--- src/rtl/bot_velocity_dispatcher.sv ---
// Velocity broadcaster: snapshots NUM_BOTS (vx,vy) pairs on update_req and
// writes them to ready bots one at a time, staggered or back-to-back.
// Latency: first strobe SLOT_CYCLES+2 cycles after update_req (burst: 2).
// Backpressure: per-bot ready; a bot not ready at its visit is skipped
// and reported; one request arriving mid-sweep is queued.
// Ports:
//   update_req        start pulse (queued as pending while busy)
//   vx_in/vy_in       packed per-bot velocities, bot k at [k*VEL_W +: VEL_W]
//   bot_ready         per-bot "consumed previous pair" flag
//   wr_valid          one-hot write strobe, wr_vx/wr_vy shared data
//   busy/done/skipped sweep status; skipped holds the last sweep's miss mask
module bot_velocity_dispatcher #(
  parameter int NUM_BOTS    = 3,
  parameter int VEL_W       = 16,
  parameter int FRAC_BITS   = 11,
  parameter int SLOT_CYCLES = 100,
  parameter int BURST_MODE  = 0
) (
  input  logic                      clk,
  input  logic                      rst_n,
  input  logic                      update_req,
  input  logic [NUM_BOTS*VEL_W-1:0] vx_in,
  input  logic [NUM_BOTS*VEL_W-1:0] vy_in,
  input  logic [NUM_BOTS-1:0]       bot_ready,
  output logic [NUM_BOTS-1:0]       wr_valid,
  output logic [VEL_W-1:0]          wr_vx,
  output logic [VEL_W-1:0]          wr_vy,
  output logic                      busy,
  output logic                      done,
  output logic [NUM_BOTS-1:0]       skipped
);

  localparam int IW = (NUM_BOTS > 1) ? $clog2(NUM_BOTS) : 1;
  localparam int CW = $clog2(SLOT_CYCLES + 1);

  if (NUM_BOTS < 1) begin : g_bad_num_bots
    $error("NUM_BOTS must be at least 1");
  end
  if (SLOT_CYCLES < 1) begin : g_bad_slot_cycles
    $error("SLOT_CYCLES must be at least 1");
  end
  if (FRAC_BITS < 0 || FRAC_BITS >= VEL_W) begin : g_bad_frac_bits
    $error("FRAC_BITS must lie within VEL_W");
  end

  typedef enum logic [1:0] {S_IDLE, S_WAIT, S_VISIT, S_FIN} state_t;

  state_t                    state_q, state_d;
  logic [NUM_BOTS*VEL_W-1:0] shx_q, shx_d, shy_q, shy_d;
  logic                      pend_q, pend_d;
  logic [IW-1:0]             idx_q, idx_d;
  logic [CW-1:0]             cnt_q, cnt_d, cnt_inc;
  logic [NUM_BOTS-1:0]       mask_q, mask_d;
  logic [NUM_BOTS-1:0]       wr_valid_d, skipped_d;
  logic [VEL_W-1:0]          wr_vx_d, wr_vy_d;
  logic                      busy_d, done_d, start;

  assign cnt_inc = cnt_q + 1'b1;

  always_comb begin
    state_d    = state_q;
    shx_d      = shx_q;
    shy_d      = shy_q;
    pend_d     = pend_q;
    idx_d      = idx_q;
    cnt_d      = cnt_q;
    mask_d     = mask_q;
    wr_valid_d = '0;
    wr_vx_d    = wr_vx;
    wr_vy_d    = wr_vy;
    busy_d     = busy;
    done_d     = 1'b0;
    skipped_d  = skipped;
    start      = 1'b0;

    case (state_q)
      S_IDLE: begin
        // A pending flag can survive into IDLE when a request lands in FIN
        // with nothing already queued.
        if (update_req || pend_q) begin
          start  = 1'b1;
          pend_d = 1'b0;
        end
      end
      S_WAIT: begin
        if (update_req) pend_d = 1'b1;
        cnt_d = cnt_inc;
        if (cnt_inc == CW'(SLOT_CYCLES)) state_d = S_VISIT;
      end
      S_VISIT: begin
        if (update_req) pend_d = 1'b1;
        if (bot_ready[idx_q]) begin
          wr_valid_d[idx_q] = 1'b1;
          wr_vx_d           = shx_q[int'(idx_q)*VEL_W +: VEL_W];
          wr_vy_d           = shy_q[int'(idx_q)*VEL_W +: VEL_W];
          mask_d[idx_q]     = 1'b0;
        end else begin
          mask_d[idx_q]     = 1'b1;
        end
        if (idx_q == IW'(NUM_BOTS - 1)) begin
          state_d = S_FIN;
        end else begin
          idx_d   = idx_q + 1'b1;
          cnt_d   = '0;
          state_d = (BURST_MODE != 0) ? S_VISIT : S_WAIT;
        end
      end
      S_FIN: begin
        done_d    = 1'b1;
        skipped_d = mask_q;
        // The queued request is consumed here; a request in this very cycle
        // becomes the next pending one.
        pend_d    = update_req;
        if (pend_q) begin
          start = 1'b1;
        end else begin
          busy_d  = 1'b0;
          state_d = S_IDLE;
        end
      end
      default: state_d = S_IDLE;
    endcase

    if (start) begin
      shx_d   = vx_in;
      shy_d   = vy_in;
      idx_d   = '0;
      cnt_d   = '0;
      mask_d  = '0;
      busy_d  = 1'b1;
      state_d = (BURST_MODE != 0) ? S_VISIT : S_WAIT;
    end
  end

  always_ff @(posedge clk or negedge rst_n) begin
    if (!rst_n) begin
      state_q  <= S_IDLE;
      shx_q    <= '0;
      shy_q    <= '0;
      pend_q   <= 1'b0;
      idx_q    <= '0;
      cnt_q    <= '0;
      mask_q   <= '0;
      wr_valid <= '0;
      wr_vx    <= '0;
      wr_vy    <= '0;
      busy     <= 1'b0;
      done     <= 1'b0;
      skipped  <= '0;
    end else begin
      state_q  <= state_d;
      shx_q    <= shx_d;
      shy_q    <= shy_d;
      pend_q   <= pend_d;
      idx_q    <= idx_d;
      cnt_q    <= cnt_d;
      mask_q   <= mask_d;
      wr_valid <= wr_valid_d;
      wr_vx    <= wr_vx_d;
      wr_vy    <= wr_vy_d;
      busy     <= busy_d;
      done     <= done_d;
      skipped  <= skipped_d;
    end
  end

endmodule

--- config.mk ---
export PLATFORM = sky130hd
export DESIGN_NAME = bot_velocity_dispatcher
export DESIGN_NICKNAME = d
export VERILOG_FILES = /design/src/rtl/bot_velocity_dispatcher.sv
export SDC_FILE = /design/constraint.sdc
export NUM_CORES = 1
export LEC_CHECK = 0
export ABC_CLOCK_PERIOD_IN_PS = 1950
export CORE_UTILIZATION = 35
export DETAILED_ROUTE_END_ITERATION = 10
export SLEW_MARGIN = 20
export SYNTH_ARGS = -nofsm -noshare
export SYNTH_HDL_FRONTEND = slang
export SYNTH_SLANG_ARGS = --single-unit
--- constraint.sdc ---
create_clock -name clk -period 1.95 [get_ports clk]
set_input_delay 0.2925 -clock clk [delete_from_list [all_inputs] [get_ports clk]]
set_output_delay 0.2925 -clock clk [all_outputs]
set_load 0.1 [all_outputs]
; ---- Word level (Yosys, flattened, before mapping)
; Cells that the tools add are included.
[word_totals]
ff_bits = 151
inputBits = 102
out_inout_bits = 40
word_cells = 78
[op_classes]
addsub = 2
n_lt_le_gt_ge = 2
eq_ne = 12
shift = 2
mux = 30
bitwise_logic = 3
n_reduce_logical = 14
[op_table]
columns = cell, count
row1 = 48-bit by 7-bit indexed part select with 16-bit output, 2
row2 = 3-bit two-way mux, 5
row3 = 2-bit two-way mux, 7
row4 = 7-bit two-way mux, 2
row5 = 7-bit case mux with 2 select lines, 1
row6 = 1-bit two-way mux, 10
row7 = 2-bit AND reduction, 5
row8 = "3-bit inequality test, second input constant", 3
row9 = "7-bit by 1-bit adder with 7-bit output, second input constant", 1
row10 = "7-bit equality test, second input constant", 1
row11 = "2-bit equality test, second input constant", 3
row12 = 2-bit case mux with 3 select lines, 1
row13 = "2-bit by 1-bit inequality test with 1-bit output, second input constant", 2
row14 = "2-bit inequality test, second input constant", 2
row15 = 2-bit nonzero test, 2
row16 = 4-bit nonzero test, 1
row17 = 3-bit AND, 1
row18 = "2-bit by 3-bit < comparator with 1-bit output, second input constant", 1
row19 = 3-bit inverter, 1
row20 = 3-bit OR, 1
row21 = 1-bit case mux with 3 select lines, 1
row22 = 3-bit AND reduction, 1
row23 = 3-bit nonzero test, 1
row24 = "2-bit by 1-bit adder with 2-bit output, second input constant", 1
row25 = 9 further kinds, 9

; ---- Depth between registers and ports, before layout
; Gate-level depths: netlist (run 1).
[depth]
ltp_word = 9
mapped_depth = 8
depth_no_buf = 6

; ---- Worst setup path after synthesis (run 1)
; OpenSTA, ideal clock, no wires.
[synth_timing]
path_kind = reg2reg
startpoint = reg state_q[0]
endpoint = reg shx_q[0]
setup_time_ns = 0.125
t_arrival_ns = 1.675
t_required_ns = 1.825
setup_slack_ns = 0.150
path_stages_with_launch = 7
path_buffers = 2
period_less_slack_ns = 1.800
cell_sequence = dfrtp_1 -> inv_1 -> ha_1 -> a21oi_1 -> buf_2 -> buf_4 -> mux2_2
[synth_via]
elab_chain_cells = 2
word_cells_on_any_way = 3
classes_between = 1 x eq/ne / 1 x mux / 1 x reduce/logical
[synth_rtl]
columns = element, line
row1 = from (decl), 48  ; state_t state_q, state_d;
row2 = from (signal assigned), 151  ; state_q <= state_d;
row3 = 2-bit equality test / 2-bit zero test (equally long branches), 76  ; case (state_q)
row4 = 1-bit case mux with 2 select lines (*), 76
row5 = to (signal assigned), 138  ; shx_q <= '0;
row6 = to (signal assigned), 152  ; shx_q <= shx_d;
row7 = to (decl), 49  ; logic [NUM_BOTS*VEL_W-1:0] shx_q, shx_d, shy_q, shy_d;
; Mark *: on every way between the ends. The rest lies on a longest branch, timed or not.
; A chain may end at the register's enable or synchronous reset.

; ---- Final worst setup path (run 1)
[layout_timing]
startpoint = reg state_q[1]
endpoint = reg shx_q[35]
; Same word-level chain as after synthesis.

==> impl_metrics.json, run 1 <==
{
  "syn_area_per_cell_sq_um": 13.44,
  "synth-edff-count": 0,
  "h-tree-depth": 4,
  "clkPwrFrac_pct": 47.4,
  "power.leakage_nw": 3.799,
  "critPathLaunchType": "register",
  "drive_gt1_share_pct": 35.34,
  "clockBufferDepth": 2,
  "peakVddDrop_uv": 560.0,
  "maxSlewHeadroom_pct": 69.60,
  "holdWs_ps": 381.3,
  "critPathKind": "reg -> reg",
  "critPathArrivalTime_ps": 2120,
  "synthFlopType": "dfrtp_1",
  "p_sw_mw": 1.467,
  "die_h_microns": 140.3,
  "synth_cell_types": 35,
  "core_area_sq_um": 18710,
  "grt_pass1_wl_mm": 25.23,
  "gp_congestion": 0.7649,
  "cts_tree": "built",
  "antenna_left": 0,
  "numCtsBuffers": 17,
  "switching_share_pct": 20.83,
  "drc_errors": 0,
  "p_comb_share_pct": 5.9,
  "fin_crit_sh_pct": 94.24,
  "syn_inst": 498,
  "multi_input_area_sq_um": 2720,
  "cp_data_required_time_ps": 2240,
  "max_cap_violations": 0,
  "setup_tns_ps": 0,
  "grt_pass1_vias": 4819,
  "diodes": 0,
  "via_count": 4437,
  "layout_commonest_cell": "dfrtp_1",
  "seq_area_sq_um": 3780,
  "die_x_microns": 140.3,
  "gr-total-overflow": 0,
  "hold_path.class": "in -> async",
  "drt_iter0_drc": 156,
  "grt_max_degree": 43,
  "timing.fmax_mhz": 544.2,
  "cts_resized": 0,
  "yosysWarnings": 0,
  "end_kind": "register",
  "final_cell_mix": "dfrtp_1, mux2_2, clkdlybuf4s50_1",
  "io_pins": 142,
  "grt_setup_unrepaired": "no",
  "seq_power_share_pct": 46.7,
  "dr.pass1.iters": 4,
  "setup_ws_ps": 112.3,
  "synth.top_cell.area_share_pct": 56.46,
  "clk_pin_slew_ps": 60,
  "start_util_pct": 35.78,
  "grt_antenna_before_repair": 0,
  "place_hpwl_mm": 10.53,
  "fill_cells": 1634,
  "intPower_mw": 5.573,
  "clock_tree.root_cell": "clkbuf_16",
  "status": "finished clean",
  "async_reset_ff_share_pct": 100.0,
  "power.density_nw_per_um2": 781.2,
  "rows": 50,
  "worstSkewPairLatency_ps": 420,
  "wl_per_cell_microns": 17.09,
  "synth_area_leader_cell": "dfrtp_1",
  "worst_pin_slew_ps": 456.1,
  "grt.total_usage_pct": 16.58,
  "fin_worst_skew_ps": 13.89,
  "drv_slew": 0,
  "fin_nets": 763,
  "synth-seq-cells": 151,
  "synth_area_sq_um": 6693,
  "numPortBuffers": 141,
  "synthTopCellsByArea": "dfrtp_1, mux2_2, mux2i_1",
  "final_hold_viol_count": 0,
  "routed_via_density": 4.935,
  "design.die.area_sq_um": 19680,
  "syn_nets": 609,
  "critPathMaxFanout": 15,
  "area_growth_syn_to_layout_pct": 34.64,
  "drt-total-wl_mm": 15.37,
  "setup_viol": 0,
  "clock_sinks": 151,
  "yosysSeqAreaShare_pct": 56.46,
  "post-route-min-period_ps": 1838,
  "pre_cts_slack_ps": -101.0
}
[synthesized netlist by cell type, types with 4 or more instances]
| library cell | count |
|---|---|
| clkbuf_1 | 9 |
| mux2i_1 | 33 |
| mux2_4 | 15 |
| nand3_1 | 4 |
| nand2_1 | 39 |
| a21oi_1 | 10 |
| mux2_2 | 117 |
| nor2_1 | 12 |
| o21a_1 | 6 |
| buf_2 | 11 |
| dfrtp_1 | 151 |
| o21ai_0 | 32 |
| ha_1 | 9 |
| inv_1 | 4 |
| buf_4 | 9 |
[cell type report]
class,count,area share (%)
inverter,4,0.1666
sequential,151,41.95
timing repair buffer,168,17.68
tap,234,3.249
clock inverter,10,1.291
clock buffer,22,5.485
multi-input combinational,310,30.19
[metal layers]
layer	track usage, %	wire (microns)	vias up
li1	-	-	2065
met5	0	0	-
met4	5.957	229	0
met2	28.63	7780	102
met1	19.66	6602	2255
met3	4.718	757	15
[cell families (layout without fill, tap and decap cells)]
logic type	Yosys count	after routing	share of synthesized area (%)
simple gates	69	69	4.524
buf+inv	37	204	3.290
flops	151	151	56.46
xor+xnor	6	6	0.7853
fa+ha+maj	9	9	1.683
compound gates	61	61	5.272
mux	165	165	27.99
[registers in the layout (all words and copies together) (netlist names), 2 cells and up]
name,count
wr_valid,3
cnt_q,7
shx_q,48
idx_q,2
wr_vy,16
wr_vx,16
shy_q,48
mask_q,3
skipped,3
state_q,2
[worst paths after layout]
check | start | to | slack (ps) | cells past startpoint
worst max-delay path | state_q[1] | shx_q[35] | 110 | 5
worst min-delay path | rst_n | shy_q[45] | 380 | 2
worst max register to register | state_q[1] | shx_q[35] | 110 | 5
worst min register to register | busy | busy | 500 | 1
max in group asynchronous | rst_n | done | 920 | 3
min in group clk | vx_in[8] | shx_q[8] | 480 | 2
[critical path, cell delays in order (launching register included)]
cell and delay (ps):
dfrtp_1 370, inv_1 70, ha_1 340, a21oi_4 260, buf_4 290, mux2_2 360
[through the flow]
step                      util, %  power [mW]  instance area [sq um]  std cells
after floorplan                 -       3.448                   6693        498
after global placement      44.86       3.747                   8391        866
after detailed placement    44.86       3.766                   8391        866
after CTS                   48.17       7.152                   9011        899
after global routing        48.17       7.321                   9011        899
final                       48.17       7.040                   9011        899
[power by group through the flow]
stage	combinational [mW]	sequential, mW	clock [mW]
6_report	0.418	3.28	3.34
4_1_cts	0.429	3.28	3.44
5_1_grt	0.461	3.30	3.56
3_3_place_gp	0.409	3.34	0
2_1_floorplan	0.120	3.33	0
3_5_place_dp	0.424	3.34	0
[timing repair]
action / in CTS / in global routing
endpoints found under the hold margin: 38 / 0
setup buffers: 0 / 0
hold buffers: 1 / 0
Power figures use the tool's default switching activity.
==> inputs of run 2 (changes only) <==
--- a/config.mk
+++ b/config.mk
@@ -5,6 +5,7 @@
 export SDC_FILE = /design/constraint.sdc
 export NUM_CORES = 1
 export LEC_CHECK = 0
+export ABC_AREA = 1
 export ABC_CLOCK_PERIOD_IN_PS = 1950
 export CORE_UTILIZATION = 35
 export DETAILED_ROUTE_END_ITERATION = 10
==> run 2 against run 1 <==
Compared with the run above:
- worst setup slack improved by 79 ps
- global-route usage is 2.2 points higher
- cell area down 2.3%
- via count increased by 22%
- synthesized cell count increased by 53%
- sequential power shrank 5%
- register-to-register slack better by 80 ps
- clock skew down 5.1 ps
- sequential share of layout area up 0.98 points
- final cell count is 27% higher
- highest routed layer is now met5
- non-clock buffer count shrank 7
==> impl_metrics.json, run 2 <==
{
  "clockBufferDepth": 2,
  "synth-edff-count": 0,
  "syn_inst": 763,
  "critPathKind": "reg -> reg",
  "io_pins": 142,
  "start_util_pct": 36.23,
  "cp_num_buf_inv": 3,
  "grt.total_usage_pct": 18.74,
  "yosysSeqAreaShare_pct": 57.27,
  "synth_mux_area_share_pct": 0,
  "synth.top_cell.area_share_pct": 57.27,
  "cpPeakStageDelay_ps": 390,
  "seq_power_share_pct": 46.1,
  "die_x_microns": 139.3,
  "synthXorXnorAreaFrac_pct": 0.3983,
  "place_hpwl_mm": 11.24,
  "routed_via_density": 4.726,
  "synth_area_leader_cell": "dfrtp_1",
  "drv_slew": 0,
  "final_cells": 1143,
  "wl_per_cell_microns": 14.94,
  "gp_congestion": 0.7940,
  "setup_viol": 0,
  "status": "finished clean",
  "synthFlopType": "dfrtp_1",
  "core_area_sq_um": 18210,
  "power.density_nw_per_um2": 772.2,
  "synth_area_sq_um": 6598,
  "worstSkewPairLatency_ps": 410,
  "holdWs_ps": 394.7,
  "end_kind": "register",
  "async_reset_ff_share_pct": 100.0,
  "synth-simple-area-share_pct": 19.34,
  "final_cell_mix": "nand2_1, dfrtp_1, clkdlybuf4s50_1",
  "clk_pin_slew_ps": 60,
  "critPathLaunchType": "register",
  "max_cap_violations": 0,
  "synth_compound_area_share_pct": 13.79,
  "peakVddDrop_uv": 615.7,
  "die_h_microns": 139.3,
  "clkPwrFrac_pct": 49.6,
  "drive_gt1_share_pct": 10.62,
  "grt_pass1_wl_mm": 28.23,
  "synth_most_common_cell": "nand2_1",
  "hold_path.class": "in -> async",
  "design.die.area_sq_um": 19400,
  "synth-seq-cells": 151,
  "largest_registers": "shx_q: 48 flops, shy_q: 48 flops",
  "maxSlewHeadroom_pct": 62.48,
  "grt_max_degree": 57,
  "crit_chain": "inv_1 > ha_1 > nor2_1 > nand2_2 > inv_4 > buf_12 > o21ai_0",
  "p_sw_mw": 1.338,
  "switching_share_pct": 19.68,
  "h-tree-depth": 4,
  "critPathArrivalTime_ps": 2050,
  "yosysWarnings": 0,
  "syn_nets": 874,
  "synth_common_cells": "nand2_1, dfrtp_1, o21ai_0",
  "cts_setup_buffers": 0,
  "synth_fa_ha_area_share_pct": 1.707,
  "numPortBuffers": 141,
  "intPower_mw": 5.459,
  "antenna_left": 0,
  "drt_iter0_drc": 298,
  "dp.cells": 1110,
  "area_growth_syn_to_layout_pct": 33.42,
  "dr.pass1.iters": 5,
  "fin_nets": 1012,
  "power.leakage_nw": 4.533,
  "post-route-min-period_ps": 1758,
  "synth_cell_types": 29,
  "clock_sinks": 151,
  "synth_top_family_by_area": "simple AND/OR/NAND/NOR gates",
  "rows": 49,
  "via_count": 5402,
  "fill_cells": 1772,
  "seq_area_sq_um": 3779,
  "final_area_sq_um": 8802,
  "drc_errors": 0,
  "grt_setup_unrepaired": "yes",
  "clock_tree.root_cell": "clkbuf_16",
  "grt_pass1_vias": 5360,
  "layout_commonest_cell": "nand2_1",
  "multi_input_area_sq_um": 2327,
  "grt_antenna_before_repair": 2,
  "fin_crit_sh_pct": 90.17,
  "fin_worst_skew_ps": 8.770,
  "crit_family": "buffers and inverters",
  "drt-total-wl_mm": 17.08,
  "gr-total-overflow": 0,
  "syn_area_per_cell_sq_um": 8.647,
  "numCtsBuffers": 17,
  "synthTopCellsByArea": "dfrtp_1, nand2_1, o21ai_0",
  "timing.fmax_mhz": 568.8,
  "cp_data_required_time_ps": 2240,
  "worst_pin_slew_ps": 560.4,
  "final_hold_viol_count": 0,
  "cts_tree": "built",
  "dpl_cell_area_sq_um": 8174,
  "p_comb_share_pct": 4.3,
  "critPathMaxFanout": 49,
  "cp_slowest_cell": "dfrtp_1"
}
[run 2: changes by cell type in the layout (fill, tap and decap cells not counted), sizes merged, moves of 6 or more]
cell     change
a22oi       +16
a21oi       +12
mux2       -132
inv         +60
a2bb2oi     +16
buf          -7
nor2        +19
nand2      +255
o21a         -6
mux2i       -33
o21ai       +63
[run 2: cells by family after synthesis]
kind of cell | count (synthesis)
buffers and inverters | 107
flip-flops | 151
AND/OR/NAND/NOR | 335
XOR/XNOR | 3
AO/OA/AOI/OAI | 158
adder cells (fa/ha/maj) | 9
[run 2: routing by layer]
metal | track usage [%] | up-vias | wire, microns
li1 | - | 2704 | -
met1 | 26.17 | 2544 | 8188
met2 | 28.56 | 136 | 7716
met3 | 4.714 | 16 | 961
met4 | 5.789 | 2 | 201
met5 | 0 | - | 12
[run 2: power groups by stage]
| stage | Sequential, mW | Clock (mW) | Combinational [mW] |
|---|---|---|---|
| 2_1_floorplan | 3.19 | 0 | 0.00170 |
| 3_3_place_gp | 3.19 | 0 | 0.299 |
| 3_5_place_dp | 3.19 | 0 | 0.295 |
| 4_1_cts | 3.13 | 3.46 | 0.300 |
| 5_1_grt | 3.13 | 3.59 | 0.317 |
| 6_report | 3.13 | 3.37 | 0.293 |
[run 2: final timing paths]
| kind | from | endpoint | slack, ps | depth (start not counted) |
|---|---|---|---|---|
| max | state_q[0] | shx_q[2] | 190 | 7 |
| min | rst_n | wr_vy[9] | 390 | 2 |
| max reg2reg | state_q[0] | shx_q[2] | 190 | 7 |
| min reg2reg | shx_q[14] | shx_q[14] | 480 | 2 |
| max in group asynchronous | rst_n | wr_vx[9] | 930 | 3 |
| min in group clk | vx_in[20] | shx_q[20] | 410 | 3 |
[run 2: through the flow]
step | TNS, ps | total power, mW | util [%] | setup WS (ps)
3_3_place_gp | 0 | 3.490 | 44.89 | 119.4
6_report | 0 | 6.797 | 48.34 | 191.8
2_1_floorplan | 0 | 3.193 | - | 349.3
5_1_grt | -13.59 | 7.040 | 48.33 | -10.47
3_5_place_dp | 0 | 3.485 | 44.89 | 108.1
4_1_cts | 0 | 6.896 | 48.29 | 120.4
[run 2: cell type report]
cell class | count | share of cell area, %
diodes | 1 | 0.02843
clock buffers | 23 | 5.544
clock inverters | 8 | 1.365
inverters | 65 | 2.857
multi-input cells | 505 | 26.44
flip-flops and latches | 151 | 42.93
well taps | 229 | 3.255
repair buffers | 161 | 17.58
[run 2: timing repair]
action	in CTS	in global routing
endpoints found under the setup margin	0	45
hold buffers	1	0
endpoints found under the hold margin	47	0
gates resized for setup	0	2
==> inputs of run 3 (changes only) <==
--- a/config.mk
+++ b/config.mk
@@ -7,8 +7,9 @@
 export LEC_CHECK = 0
 export ABC_AREA = 1
 export ABC_CLOCK_PERIOD_IN_PS = 1950
-export CORE_UTILIZATION = 35
+export CORE_UTILIZATION = 51
 export DETAILED_ROUTE_END_ITERATION = 10
+export PLACE_DENSITY = 0.8
 export SLEW_MARGIN = 20
 export SYNTH_ARGS = -nofsm -noshare
 export SYNTH_HDL_FRONTEND = slang
==> run 3 against run 2 <==
Compared with the run above:
- non-clock buffer count is 3 higher
- die area is 31% lower
- clock skew grew 5.0 ps
- sequential share of layout area is 0.71 points higher
- power decreased by 7.0%
==> impl_metrics.json, run 3 (same netlist as run 2, synthesis figures left out) <==
{
  "via_count": 5579,
  "drive_gt1_share_pct": 10.92,
  "crit_chain": "inv_1 > ha_1 > nor2_1 > nand2_4 > inv_6 > buf_4 > nand2_1 > nand2_1",
  "design.die.area_sq_um": 13400,
  "diodes": 0,
  "cp_data_required_time_ps": 2310,
  "antenna_left": 0,
  "core_area_sq_um": 12620,
  "crit_family": "buffers and inverters",
  "worst_pin_slew_ps": 575.7,
  "multi_input_area_sq_um": 2338,
  "power.density_nw_per_um2": 730.3,
  "cp_slowest_cell": "dfrtp_1",
  "cp_num_buf_inv": 3,
  "end_kind": "register",
  "drt-total-wl_mm": 16.19,
  "grt_pass1_vias": 5295,
  "clock_tree.root_cell": "clkbuf_16",
  "peakVddDrop_uv": 593.2,
  "grt_max_degree": 55,
  "grt_antenna_before_repair": 0,
  "hold_path.class": "in -> reg",
  "status": "finished clean",
  "h-tree-depth": 4,
  "layout_commonest_cell": "nand2_1",
  "place_hpwl_mm": 10.77,
  "critPathLaunchType": "register",
  "start_util_pct": 52.28,
  "die_h_microns": 115.7,
  "area_growth_syn_to_layout_pct": 31.23,
  "setup_viol": 0,
  "fin_worst_skew_ps": 13.79,
  "gp_congestion": 0.8438,
  "drt_iter0_drc": 452,
  "holdWs_ps": 393.3,
  "fin_nets": 1015,
  "cts_tree": "built",
  "grt_pass1_wl_mm": 26.15,
  "power.leakage_nw": 4.518,
  "clockBufferDepth": 2,
  "gr-total-overflow": 0,
  "fill_cells": 1025,
  "drv_slew": 0,
  "final_area_sq_um": 8658,
  "critPathMaxFanout": 20,
  "dpl_cell_area_sq_um": 8113,
  "max_cap_violations": 0,
  "timing.fmax_mhz": 553.4,
  "cpPeakStageDelay_ps": 390,
  "worstSkewPairLatency_ps": 430,
  "path_common_cell": "nand2_1",
  "die_x_microns": 115.7,
  "rows": 41,
  "numCtsBuffers": 17,
  "post-route-min-period_ps": 1807,
  "clk_pin_slew_ps": 60,
  "dr.pass1.iters": 6,
  "maxSlewHeadroom_pct": 61.45,
  "largest_registers": "shx_q: 48 flops, shy_q: 48 flops",
  "numPortBuffers": 141,
  "seq_area_sq_um": 3779,
  "routed_via_density": 5.128,
  "drc_errors": 0,
  "grt.total_usage_pct": 25.99,
  "clock_sinks": 151,
  "wl_per_cell_microns": 14.88,
  "final_cell_mix": "nand2_1, dfrtp_1, clkdlybuf4s50_1",
  "cts_setup_buffers": 0,
  "io_pins": 142,
  "fin_crit_sh_pct": 92.66,
  "critPathKind": "reg -> reg",
  "critPathArrivalTime_ps": 2170,
  "final_hold_viol_count": 0
}
-- run 3: cell count changes in the layout (fill, tap and decap cells not counted), moves of 2 or more --
| cell | before | now |
|---|---|---|
| buf_4 | 51 | 56 |
| bufinv_16 | 3 | 0 |
| clkinv_2 | 3 | 6 |
| clkbuf_8 | 4 | 2 |
-- run 3: final cells by class --
class | count | share of cell area [%]
clock buffers | 22 | 5.361
clock inverters | 9 | 0.6214
inverters | 65 | 2.934
multi-input cells | 505 | 27.01
flip-flops and latches | 151 | 43.64
well taps | 172 | 2.486
repair buffers | 164 | 17.95
-- run 3: worst min-delay path: stages --
cell             delay, ps
clkdlybuf4s50_1        390
nand2_1                 60
nand2_1                 40
-- run 3: metal layers --
layer | global-route usage, % | wire (microns) | vias to the layer above
li1 | - | - | 2705
met1 | 36.06 | 7224 | 2647
met2 | 39.68 | 7599 | 196
met3 | 5.439 | 924 | 31
met4 | 11.62 | 446 | 0
met5 | 0 | 0 | -
-- run 3: power by group --
| group | leakage, nW | internal (mW) | total, mW | switching (mW) |
|---|---|---|---|---|
| clock network | 0.255 | 1.67 | 2.90 | 1.23 |
| logic | 2.40 | 0.190 | 0.293 | 0.103 |
| registers | 1.87 | 3.13 | 3.13 | 0.0000000000000000423 |
| total | 4.52 | 4.99 | 6.32 | 1.33 |
-- run 3: final timing paths --
kind                             from        end  slack [ps]  depth (start not counted)
setup / recovery           state_q[0]  shx_q[23]         140                          8
hold / removal              vx_in[18]  shx_q[18]         390                          3
setup reg to reg           state_q[0]  shx_q[23]         140                          8
hold reg to reg             shx_q[13]  shx_q[13]         470                          2
max in group asynchronous       rst_n  wr_vy[13]         930                          3
min in group asynchronous       rst_n  shx_q[26]         400                          2
-- run 3: what timing repair did --
item	4_1_cts	5_1_grt
setup endpoints to repair	0	34
hold buffers	1	0
resized for setup	0	4
endpoints found under the hold margin	49	0
-- run 3: per-stage QoR --
stage               power, mW  util, %  TNS [ps]  setup slack [ps]  std cells
floorplan               3.193        -         0             349.3        763
global placement        3.488    64.29         0             173.7       1056
detailed placement      3.486    64.29         0             113.0       1056
CTS                     6.365    68.47         0             125.2       1088
global route            6.528    68.61    -6.441            -6.441       1088
finish                  6.323    68.61         0             143.1       1088
